**config.mk**
```make
export PLATFORM = sky130hd
export DESIGN_NAME = clk_gen_flat
export DESIGN_NICKNAME = d
export VERILOG_FILES = /design/src/rtl/clk_gen_if.sv /design/src/rtl/clk_gen.sv /design/src/flat_wrapper.sv
export SDC_FILE = /design/constraint.sdc
export NUM_CORES = 1
export LEC_CHECK = 0
export CELL_PAD_IN_SITES_DETAIL_PLACEMENT = 0
export CELL_PAD_IN_SITES_GLOBAL_PLACEMENT = 1
export CORE_MARGIN = 2
export CORE_UTILIZATION = 35
export DETAILED_ROUTE_END_ITERATION = 8
export GPL_TIMING_DRIVEN = 0
export HOLD_SLACK_MARGIN = 0.05
export PLACE_DENSITY = 0.71
export SYNTH_ARGS = -nofsm -noshare
export SYNTH_HDL_FRONTEND = slang
export SYNTH_SLANG_ARGS = --single-unit
```
**constraint.sdc**
```tcl
create_clock -name refclk -period 10.1 [get_ports refclk]
set_clock_uncertainty 0.05 [all_clocks]
set_input_delay 2.02 -clock refclk [delete_from_list [all_inputs] [get_ports refclk]]
set_output_delay 2.02 -clock refclk [all_outputs]
set_load 0.005 [all_outputs]
```
**src/rtl/clk_gen_if.sv**
```systemverilog
`default_nettype none
// +----------------------------------------------------------------------+
// | Module   : clk_gen_if                                                |
// | Purpose  : Configuration handshake and divided-clock outputs of      |
// |            clk_gen, bundled with requester/generator modports.       |
// | Revision : 1.0  initial release                                      |
// +----------------------------------------------------------------------+
interface clk_gen_if #(
  parameter int NUM_OUT = 2,
  parameter int DIV_W   = 8,
  parameter int CW      = (NUM_OUT > 1) ? $clog2(NUM_OUT) : 1
);
  logic               cfg_valid;
  logic               cfg_ready;
  logic [CW-1:0]      cfg_chan;
  logic [DIV_W-1:0]   cfg_div;
  logic [DIV_W-1:0]   cfg_phase;
  logic [NUM_OUT-1:0] outclk;
  logic [NUM_OUT-1:0] outclk_en;
  logic               locked;

  // Requester side: issues configuration, observes clocks and lock.
  modport master (
    output cfg_valid, cfg_chan, cfg_div, cfg_phase,
    input  cfg_ready, outclk, outclk_en, locked
  );

  // Generator side.
  modport slave (
    input  cfg_valid, cfg_chan, cfg_div, cfg_phase,
    output cfg_ready, outclk, outclk_en, locked
  );
endinterface
`default_nettype wire

```
**src/rtl/clk_gen.sv**
```systemverilog
`default_nettype none
// +----------------------------------------------------------------------+
// | Module   : clk_gen                                                   |
// | Purpose  : NUM_OUT divided clock/enable channels from one reference  |
// |            clock, each with programmable divide and phase; any       |
// |            reconfiguration forces a phase-aligned relock.            |
// | Revision : 1.0  initial release                                      |
// +----------------------------------------------------------------------+
module clk_gen #(
  parameter int NUM_OUT     = 2,
  parameter int DIV_W       = 8,
  parameter int LOCK_CYCLES = 8,
  parameter int DEFAULT_DIV = 2
) (
  input  wire logic  refclk,
  input  wire logic  rst_n,
  clk_gen_if.slave   bus
);

  localparam int CW  = (NUM_OUT > 1) ? $clog2(NUM_OUT) : 1;
  localparam int LCW = (LOCK_CYCLES > 1) ? $clog2(LOCK_CYCLES) : 1;

  localparam logic [LCW-1:0]   C_LOCK_LAST   = LCW'(LOCK_CYCLES - 1);
  localparam logic [CW:0]      C_NUM_OUT     = (CW + 1)'(NUM_OUT);
  localparam logic [DIV_W-1:0] C_DEFAULT_DIV = DIV_W'(DEFAULT_DIV);
  localparam logic [DIV_W-1:0] C_MIN_DIV     = DIV_W'(2);
  localparam logic [DIV_W-1:0] C_ONE         = DIV_W'(1);

  typedef enum logic [0:0] {
    ST_LOCKING = 1'b0,
    ST_LOCKED  = 1'b1
  } state_t;

  state_t             r_state,      w_state_nxt;
  logic [LCW-1:0]     r_lock_cnt,   w_lock_cnt_nxt;
  logic               r_locked,     w_locked_nxt;
  logic [NUM_OUT-1:0] r_outclk,     w_outclk_nxt;
  logic [NUM_OUT-1:0] r_outclk_en,  w_outclk_en_nxt;
  logic [DIV_W-1:0]   r_div   [NUM_OUT];
  logic [DIV_W-1:0]   r_phase [NUM_OUT];
  logic [DIV_W-1:0]   r_cnt   [NUM_OUT];
  logic [DIV_W-1:0]   w_div_nxt   [NUM_OUT];
  logic [DIV_W-1:0]   w_phase_nxt [NUM_OUT];
  logic [DIV_W-1:0]   w_cnt_nxt   [NUM_OUT];

  logic [DIV_W-1:0]   w_eff_div;
  logic [DIV_W-1:0]   w_eff_phase;
  logic               w_chan_ok;
  logic               w_cfg_hit;
  logic               w_cfg_drop;

  // High for the first ceil(div/2) counts of a period; the extra bit keeps
  // div+1 from overflowing at the maximum ratio.
  function automatic logic f_high(input logic [DIV_W-1:0] cnt,
                                  input logic [DIV_W-1:0] div);
    logic [DIV_W:0] half;
    half = ({1'b0, div} + {{DIV_W{1'b0}}, 1'b1}) >> 1;
    return ({1'b0, cnt} < half);
  endfunction

  // Ratios below 2 cannot toggle, so they become 2; the phase must be a
  // legal count of the (clamped) ratio.
  assign w_eff_div   = (bus.cfg_div < C_MIN_DIV) ? C_MIN_DIV : bus.cfg_div;
  assign w_eff_phase = (bus.cfg_phase >= w_eff_div) ? (w_eff_div - C_ONE)
                                                    : bus.cfg_phase;

  // Out-of-range channels are consumed without disturbing the running clocks.
  assign w_chan_ok  = ({1'b0, bus.cfg_chan} < C_NUM_OUT);
  assign w_cfg_hit  = (r_state == ST_LOCKED) && bus.cfg_valid && w_chan_ok;
  assign w_cfg_drop = (r_state == ST_LOCKED) && bus.cfg_valid && !w_chan_ok;

  // State, shadow and output registers; reset restores the default ratio.
  always_ff @(posedge refclk or negedge rst_n) begin
    if (!rst_n) begin
      r_state     <= ST_LOCKING;
      r_lock_cnt  <= '0;
      r_locked    <= 1'b0;
      r_outclk    <= '0;
      r_outclk_en <= '0;
      for (int i = 0; i < NUM_OUT; i++) begin
        r_div[i]   <= C_DEFAULT_DIV;
        r_phase[i] <= '0;
        r_cnt[i]   <= '0;
      end
    end else begin
      r_state     <= w_state_nxt;
      r_lock_cnt  <= w_lock_cnt_nxt;
      r_locked    <= w_locked_nxt;
      r_outclk    <= w_outclk_nxt;
      r_outclk_en <= w_outclk_en_nxt;
      for (int i = 0; i < NUM_OUT; i++) begin
        r_div[i]   <= w_div_nxt[i];
        r_phase[i] <= w_phase_nxt[i];
        r_cnt[i]   <= w_cnt_nxt[i];
      end
    end
  end

  // Lock sequencing, config capture and per-channel count/decode.
  always_comb begin
    w_state_nxt     = r_state;
    w_lock_cnt_nxt  = r_lock_cnt;
    w_locked_nxt    = r_locked;
    w_outclk_nxt    = r_outclk;
    w_outclk_en_nxt = r_outclk_en;
    w_div_nxt       = r_div;
    w_phase_nxt     = r_phase;
    w_cnt_nxt       = r_cnt;

    unique case (r_state)
      ST_LOCKING: begin
        w_locked_nxt    = 1'b0;
        w_outclk_nxt    = '0;
        w_outclk_en_nxt = '0;
        if (r_lock_cnt == C_LOCK_LAST) begin
          // Every channel starts from its phase on this same edge.
          w_state_nxt    = ST_LOCKED;
          w_locked_nxt   = 1'b1;
          w_lock_cnt_nxt = '0;
          for (int i = 0; i < NUM_OUT; i++) begin
            w_cnt_nxt[i]       = r_phase[i];
            w_outclk_nxt[i]    = f_high(r_phase[i], r_div[i]);
            w_outclk_en_nxt[i] = (r_phase[i] == '0);
          end
        end else begin
          w_lock_cnt_nxt = r_lock_cnt + LCW'(1);
        end
      end

      ST_LOCKED: begin
        if (w_cfg_hit) begin
          w_state_nxt     = ST_LOCKING;
          w_lock_cnt_nxt  = '0;
          w_locked_nxt    = 1'b0;
          w_outclk_nxt    = '0;
          w_outclk_en_nxt = '0;
          for (int i = 0; i < NUM_OUT; i++) begin
            w_cnt_nxt[i] = '0;
            if (bus.cfg_chan == CW'(i)) begin
              w_div_nxt[i]   = w_eff_div;
              w_phase_nxt[i] = w_eff_phase;
            end
          end
        end else begin
          // Free-running counters; a dropped request falls through here too.
          for (int i = 0; i < NUM_OUT; i++) begin
            w_cnt_nxt[i] = (r_cnt[i] == (r_div[i] - C_ONE)) ? '0
                                                            : (r_cnt[i] + C_ONE);
            w_outclk_nxt[i]    = f_high(w_cnt_nxt[i], r_div[i]);
            w_outclk_en_nxt[i] = (w_cnt_nxt[i] == '0);
          end
        end
      end

      default: begin
        w_state_nxt = ST_LOCKING;
      end
    endcase
  end

  assign bus.cfg_ready = r_locked;
  assign bus.locked    = r_locked;
  assign bus.outclk    = r_outclk;
  assign bus.outclk_en = r_outclk_en;

  logic w_unused;
  assign w_unused = w_cfg_drop;

endmodule
`default_nettype wire

```
**src/flat_wrapper.sv**
```systemverilog
// flat-port wrapper written by rule: the top's interface ports become plain ports
module clk_gen_flat 
#(
  parameter int NUM_OUT     = 2,
  parameter int DIV_W       = 8,
  parameter int LOCK_CYCLES = 8,
  parameter int DEFAULT_DIV = 2
)
  (refclk, rst_n, bus_cfg_valid, bus_cfg_chan, bus_cfg_div, bus_cfg_phase, bus_cfg_ready, bus_outclk, bus_outclk_en, bus_locked);
  clk_gen_if #(.NUM_OUT(NUM_OUT), .DIV_W(DIV_W)) bus_i ();
  input  wire logic refclk;
  input  wire logic rst_n;
  input wire logic [$bits(bus_i.cfg_valid)-1:0] bus_cfg_valid;
  input wire logic [$bits(bus_i.cfg_chan)-1:0] bus_cfg_chan;
  input wire logic [$bits(bus_i.cfg_div)-1:0] bus_cfg_div;
  input wire logic [$bits(bus_i.cfg_phase)-1:0] bus_cfg_phase;
  output wire logic [$bits(bus_i.cfg_ready)-1:0] bus_cfg_ready;
  output wire logic [$bits(bus_i.outclk)-1:0] bus_outclk;
  output wire logic [$bits(bus_i.outclk_en)-1:0] bus_outclk_en;
  output wire logic [$bits(bus_i.locked)-1:0] bus_locked;
  assign bus_i.cfg_valid = bus_cfg_valid;
  assign bus_i.cfg_chan = bus_cfg_chan;
  assign bus_i.cfg_div = bus_cfg_div;
  assign bus_i.cfg_phase = bus_cfg_phase;
  assign bus_cfg_ready = bus_i.cfg_ready;
  assign bus_outclk = bus_i.outclk;
  assign bus_outclk_en = bus_i.outclk_en;
  assign bus_locked = bus_i.locked;
  clk_gen #(.NUM_OUT(NUM_OUT), .DIV_W(DIV_W), .LOCK_CYCLES(LOCK_CYCLES), .DEFAULT_DIV(DEFAULT_DIV)) u_core (.refclk(refclk), .rst_n(rst_n), .bus(bus_i));
endmodule
```
# Yosys cells after proc, flatten, opt, wreduce, memory -nomap -nowiden
# Index checks and enable logic that the tools add are counted.
# Widths: inputs -> output; s select.
totals:
  ff_bits: 57
  mem_bits_rw: 0
  mem_count: 0
  latchBits: 0
  romBits: 0
  word_cells: 60
  inputBits: 20
op_classes:
  muxes: 21
  shifts: 0
  bitwise_logic: 2
  add_sub_neg: 8
  n_lt_le_gt_ge: 6
  reduce_logical: 7
  multipliers: 0
  div: 0
  n_eq_ne: 5
ops:
  columns: ["op", "n"]
  rows:
  - ["$logic_not 8->1", 4]
  - ["$lt 8x8->1", 4]
  - ["$mux 16", 2]
  - ["$mux 8", 4]
  - ["$pmux 16 s2", 1]
  - ["$sub 8x1->8 const B", 3]
  - ["$add 8x1->9 const B", 2]
  - ["$add 8x1->8 const B", 2]
  - ["$eq 8x8->1", 2]
  - ["$ge 8x8->1", 1]
  - ["$lt 8x2->1 const B", 1]
  - ["$mux 2", 4]
  - ["$pmux 2 s2", 2]
  - ["$mux 3", 2]
  - ["$pmux 3 s2", 1]
  - ["$reduce_and 3->1", 2]
  - ["$pmux 1 s2", 2]
  - ["$add 3x1->3 const B", 1]
  - ["$eq 3x3->1 const B", 1]
  - ["$mux 1", 3]
  - ["$ne 2x1->1 const B", 1]
  - ["$ne 2x2->1 const B", 1]
  - ["$not 1->1", 2]
  - ["$logic_and 1x1->1", 1]

# Longest topological paths before layout
logic_depth:
  depth_word: 6
  ltp_mapped: 15
  depth_no_buf: 14

# Least setup slack after synthesis
# OpenSTA, ideal clock, no wires.
synth_timing:
  path_type: "input port to flip-flop"
  start: "input bus_cfg_div[3]"
  end: "register u_core.r_phase[10] in the netlist's numbering"
  path_stages: 13
  t_arrival_ns: 4.481
  setup_slack_ns: 5.439
  setup_time_ns: 0.130
  path_cell_list: "nor4_1 -> and3_1 -> inv_1 -> o21ai_0 -> inv_1 -> ha_1 -> nand2b_1 -> a21oi_1 -> o21ai_0 -> a221o_1 -> clkbuf_1 -> mux2i_1 -> o21ai_0"
synth_via:
  elab_chain_len: 4
  word_cells_on_any_way: 5
  classes_between: "1 x add/sub; 2 x order compare; 2 x mux"
synth_lines:
  columns: ["element", "line_no", "rtl"]
  rows:
  - ["start: declaration", "flat_wrapper.sv:15", "input wire logic [$bits(bus_i.cfg_div)-1:0] bus_cfg_div;"]
  - ["$lt 8x2->1 *", "clk_gen.sv:63", "assign w_eff_div = (bus.cfg_div < C_MIN_DIV) ? C_MIN_DIV : bus.cfg_div;"]
  - ["$mux 8 *", "clk_gen.sv:63", null]
  - ["net u_core.w_eff_div[0]", "clk_gen.sv:46", "logic [DIV_W-1:0] w_eff_div;"]
  - ["$sub 8x1->8 or $ge 8x8->1 (tied branches)", "clk_gen.sv:64", "assign w_eff_phase = (bus.cfg_phase >= w_eff_div) ? (w_eff_div - C_ONE)"]
  - ["$mux 8 *", "clk_gen.sv:64", null]
  - ["end signal: indexed assignment", "clk_gen.sv:93", "r_phase[i] <= w_phase_nxt[i];"]
  - ["end: declaration", "clk_gen.sv:40", "logic [DIV_W-1:0] r_phase [NUM_OUT];"]
# The timed path passes the listed nets; every way through them passes the cells marked *.
# A chain may end at the register's enable or synchronous reset.

# Worst setup path in the final report
layout_timing:
  start: "input bus_cfg_div[2]"
  end: "register u_core.r_phase[2] in the netlist's numbering"
# The elaborated chain is that of the path after synthesis.

==> results_dict.tcl <==
set metrics [dict create \
    run_status "completed" \
    synth_nets 569 \
    cts.sink_count 57 \
    synthFlopType "sky130_fd_sc_hd__dfrtp_1" \
    cp_data_arrival_time_ps 5740 \
    fp.dieArea_um2 13550 \
    layout-drive-gt1-share_pct 6.227 \
    post_synth_instance_area_um2 4423 \
    dr.first_iter.drc_count 177 \
    num_io_pins 26 \
    routed_wirelength_um 11320 \
    placement.io_buffers 25 \
    cts.htree.levels 3 \
    timing.critical_path.to_type "register" \
    placement.cell_area_um2 4903 \
    clock_latency_ps 330 \
    fin_nets 606 \
    dpl.hpwl_um 9004 \
    gr-usage-all-layers_pct 17.73 \
    synth_enable_flop_cells 0 \
    classification_of_the_worst_slack_hold_path "register to register" \
    yosysTopAreaCellShare_pct 31.12 \
    synth.top_cells.by_area "sky130_fd_sc_hd__dfrtp_1 31%, sky130_fd_sc_hd__ha_1 13%, sky130_fd_sc_hd__xnor2_1 5.1%" \
    path_clk_slew_ps 50 \
    postSynthRegisterBits 57 \
    firstDrtPassIters 4 \
    tritoncts "yes" \
    startpoint "bus_cfg_div[2]" \
    drc_errors 0 \
    wl_per_cell_um 15.77 \
    grt_max_degree 41 \
    cts_max_path_buffers 2 \
    post_drt_via_cell_ratio 5.251 \
    sequential_cell_area_fraction_in_the_yosys_report_pct 32.31 \
    synth.top_cells.by_count "56 x sky130_fd_sc_hd__nand2_1, 55 x sky130_fd_sc_hd__dfrtp_1, 45 x sky130_fd_sc_hd__ha_1" \
    postSynthAreaPerCell_um2 8.776 \
    initial_antenna_violation_count 0 \
    diodes 0 \
    syn_to_final_growth_pct 17.09 \
    grt_first_pass_wirelength_um 18300 \
    sum_of_negative_setup_slack_ps 0 \
    yosysWarningCount 0 \
    gr-total-overflow 0 \
    number_of_global_route_vias_before_repair 3554 \
    post-cts-setup-buffers 0 \
    static-leakage-power_nw 2.230 \
    synth_top_area_cell "sky130_fd_sc_hd__dfrtp_1" \
    stdcell_area_um2 5179 \
    library_cell_with_the_highest_instance_count_after_synthesis "sky130_fd_sc_hd__nand2_1" \
    rsz_0062_raised_after_global_routing "false" \
    finalWorstSetupSlack_ps 4499 \
    timing.critical_path.fanout_max 8 \
    layout_min_cycle_time_ps 5601 \
    cts_stage_hold_buffer_count 0 \
    power.ir.vdd_worst_mv 0.08958 \
    maxSlewViolCount 0 \
    postSynth.asyncResetShare_pct 100.0 \
    timing.fmax_mhz 178.6 \
    regToRegStartpoint "u_core.r_div[8]$_DFFE_PN0P_" \
    worstReg2RegEnd "u_core.bus.outclk[0]$_DFF_PN0_" \
    number_of_max_cap_violations 0 \
    final-setup-viol-count 0 \
    routabilityCongestion 0.9112 \
    yosysUniqueCellTypes 58 \
    crit_end "u_core.r_phase[2]$_DFFE_PN0P_" \
    worst-setup-path-type "primary input to register" \
    placed_cells_incl_taps 702 \
    cp_data_required_time_ps 10240 \
    fin_cells 718 \
    rows 41 \
    post_cts_resize_count 0 \
    max_slew.worst_pin.slew_ps 734.8 \
    syn-instance-count 504 \
    antenna_left 0 \
    pre_cts_slack_ps 4185 \
    worstRegToRegCells 13 \
    initial_core_util_pct 35.48 \
    setup_crit_start_kind "primary input" \
    cts_made_buffers 9 \
    tightest_slew_margin_relative_to_the_limit_pct 51.01 \
    setup.reg_to_reg.worst_slack_ps 5880 \
    floorplan.die.height_um 116.4 \
    power_density_nw_per_um2 296.0 \
    chipWidth_um 116.4 \
    fin_crit_sh_pct 55.45 \
    vias 3770 \
    clock-root-buffer "sky130_fd_sc_hd__clkbuf_16" \
    floorplan.core_area_um2 12470 \
    report.final.hold_viol_count 0 \
]
## report_power, final
part | leakage (nW) | total, mW | internal, mW | switching [mW]
combinational | 1.37 | 0.809 | 0.368 | 0.440
clock | 0.139 | 0.279 | 0.178 | 0.102
sequential | 0.721 | 0.445 | 0.327 | 0.118
## how the worst min path moves through the flow
| stage | from | to | slack (ps) | depth (start not counted) |
|---|---|---|---|---|
| 6_report | u_core.r_lock_cnt[0]$_DFFE_PN0P_ | u_core.r_lock_cnt[0]$_DFFE_PN0P_ | 430 | 1 |
| 5_1_grt | u_core.r_lock_cnt[0]$_DFFE_PN0P_ | u_core.r_lock_cnt[0]$_DFFE_PN0P_ | 460 | 1 |
| 4_1_cts | u_core.r_lock_cnt[1]$_DFFE_PN0P_ | u_core.r_lock_cnt[1]$_DFFE_PN0P_ | 440 | 2 |
| 3_5_place_dp | u_core.r_lock_cnt[1]$_DFFE_PN0P_ | u_core.r_lock_cnt[1]$_DFFE_PN0P_ | 430 | 2 |
| 3_3_place_gp | u_core.r_lock_cnt[1]$_DFFE_PN0P_ | u_core.r_lock_cnt[1]$_DFFE_PN0P_ | 420 | 2 |
| 2_1_floorplan | u_core.r_lock_cnt[0]$_DFFE_PN0P_ | u_core.r_lock_cnt[0]$_DFFE_PN0P_ | 400 | 1 |
## per-layer routing
| layer | up-vias | wire length (um) | track usage, % |
|---|---|---|---|
| li1 | 1887 | - | - |
| met3 | 19 | 375 | 2.647 |
| met2 | 71 | 5143 | 28.14 |
| met5 | - | 0 | 0 |
| met4 | 0 | 266 | 6.667 |
| met1 | 1793 | 5538 | 24.53 |
## placed cells by master, fill, tap and decap left out, types with 4 or more instances in the layout
cell type / n
sky130_fd_sc_hd__a21o_1: 7
sky130_fd_sc_hd__a21oi_1: 7
sky130_fd_sc_hd__and3_1: 7
sky130_fd_sc_hd__and4_1: 4
sky130_fd_sc_hd__buf_2: 5
sky130_fd_sc_hd__clkbuf_1: 23
sky130_fd_sc_hd__clkbuf_16: 9
sky130_fd_sc_hd__clkdlybuf4s50_1: 24
sky130_fd_sc_hd__dfrtp_1: 55
sky130_fd_sc_hd__ha_1: 45
sky130_fd_sc_hd__inv_1: 26
sky130_fd_sc_hd__mux2i_1: 20
sky130_fd_sc_hd__nand2_1: 56
sky130_fd_sc_hd__nand2b_1: 7
sky130_fd_sc_hd__nand3_1: 17
sky130_fd_sc_hd__nand4_1: 9
sky130_fd_sc_hd__nor2_1: 29
sky130_fd_sc_hd__nor2b_1: 8
sky130_fd_sc_hd__nor3_1: 10
sky130_fd_sc_hd__nor4_1: 10
sky130_fd_sc_hd__o21ai_0: 43
sky130_fd_sc_hd__o22ai_1: 13
sky130_fd_sc_hd__xnor2_1: 26
sky130_fd_sc_hd__xor2_1: 19
## per-stage QoR
step / hold slack [ps] / utilization, % / power [mW]
2_1_floorplan: 400.0 / - / 1.036
3_3_place_gp: 416.6 / 39.22 / 1.225
3_5_place_dp: 429.5 / 39.34 / 1.256
4_1_cts: 440.9 / 41.54 / 1.541
5_1_grt: 457.3 / 41.54 / 1.678
6_report: 431.7 / 41.54 / 1.533
## registers in the layout, summed over array words and instances, names as in the netlist
register,count
u_core.r_phase,16
u_core.r_lock_cnt,3
u_core.bus.cfg_ready,1
u_core.r_cnt,16
u_core.bus.outclk_en,2
u_core.r_state,1
u_core.r_div,16
u_core.bus.outclk,2
## cells by family (layout without fill, tap and decap cells)
group / Yosys count / in the layout / synth area share, %
adder cells (fa/ha/maj): 45 / 45 / 12.73
XOR/XNOR: 46 / 46 / 9.448
AO/OA/AOI/OAI: 109 / 109 / 15.98
multiplexers: 20 / 20 / 4.526
AND/OR/NAND/NOR: 169 / 169 / 19.46
flip-flops: 57 / 57 / 32.31
buffers and inverters: 58 / 100 / 5.544
## critical path: stages
cell and delay (ps):
sky130_fd_sc_hd__clkdlybuf4s50_1 480, sky130_fd_sc_hd__nor4_1 430, sky130_fd_sc_hd__and3_1 290, sky130_fd_sc_hd__inv_1 50, sky130_fd_sc_hd__o21ai_0 560, sky130_fd_sc_hd__inv_1 100, sky130_fd_sc_hd__ha_1 290, sky130_fd_sc_hd__nand2b_1 90
sky130_fd_sc_hd__a21oi_1 60, sky130_fd_sc_hd__o21ai_0 220, sky130_fd_sc_hd__a221o_1 190, sky130_fd_sc_hd__clkbuf_1 430, sky130_fd_sc_hd__mux2i_1 390, sky130_fd_sc_hd__o21ai_0 140
## layout make-up
cell class	count	area (um2)
repair buffers	26	265.3
well taps	172	215.2
flip-flops and latches	57	1429
clock buffers	13	260.3
plain buffers	32	147.6
fillers	1217	7287
inverters	26	97.59
multi-input cells	389	2749
clock inverters	3	15.01
(Power assumes the default switching activity.)
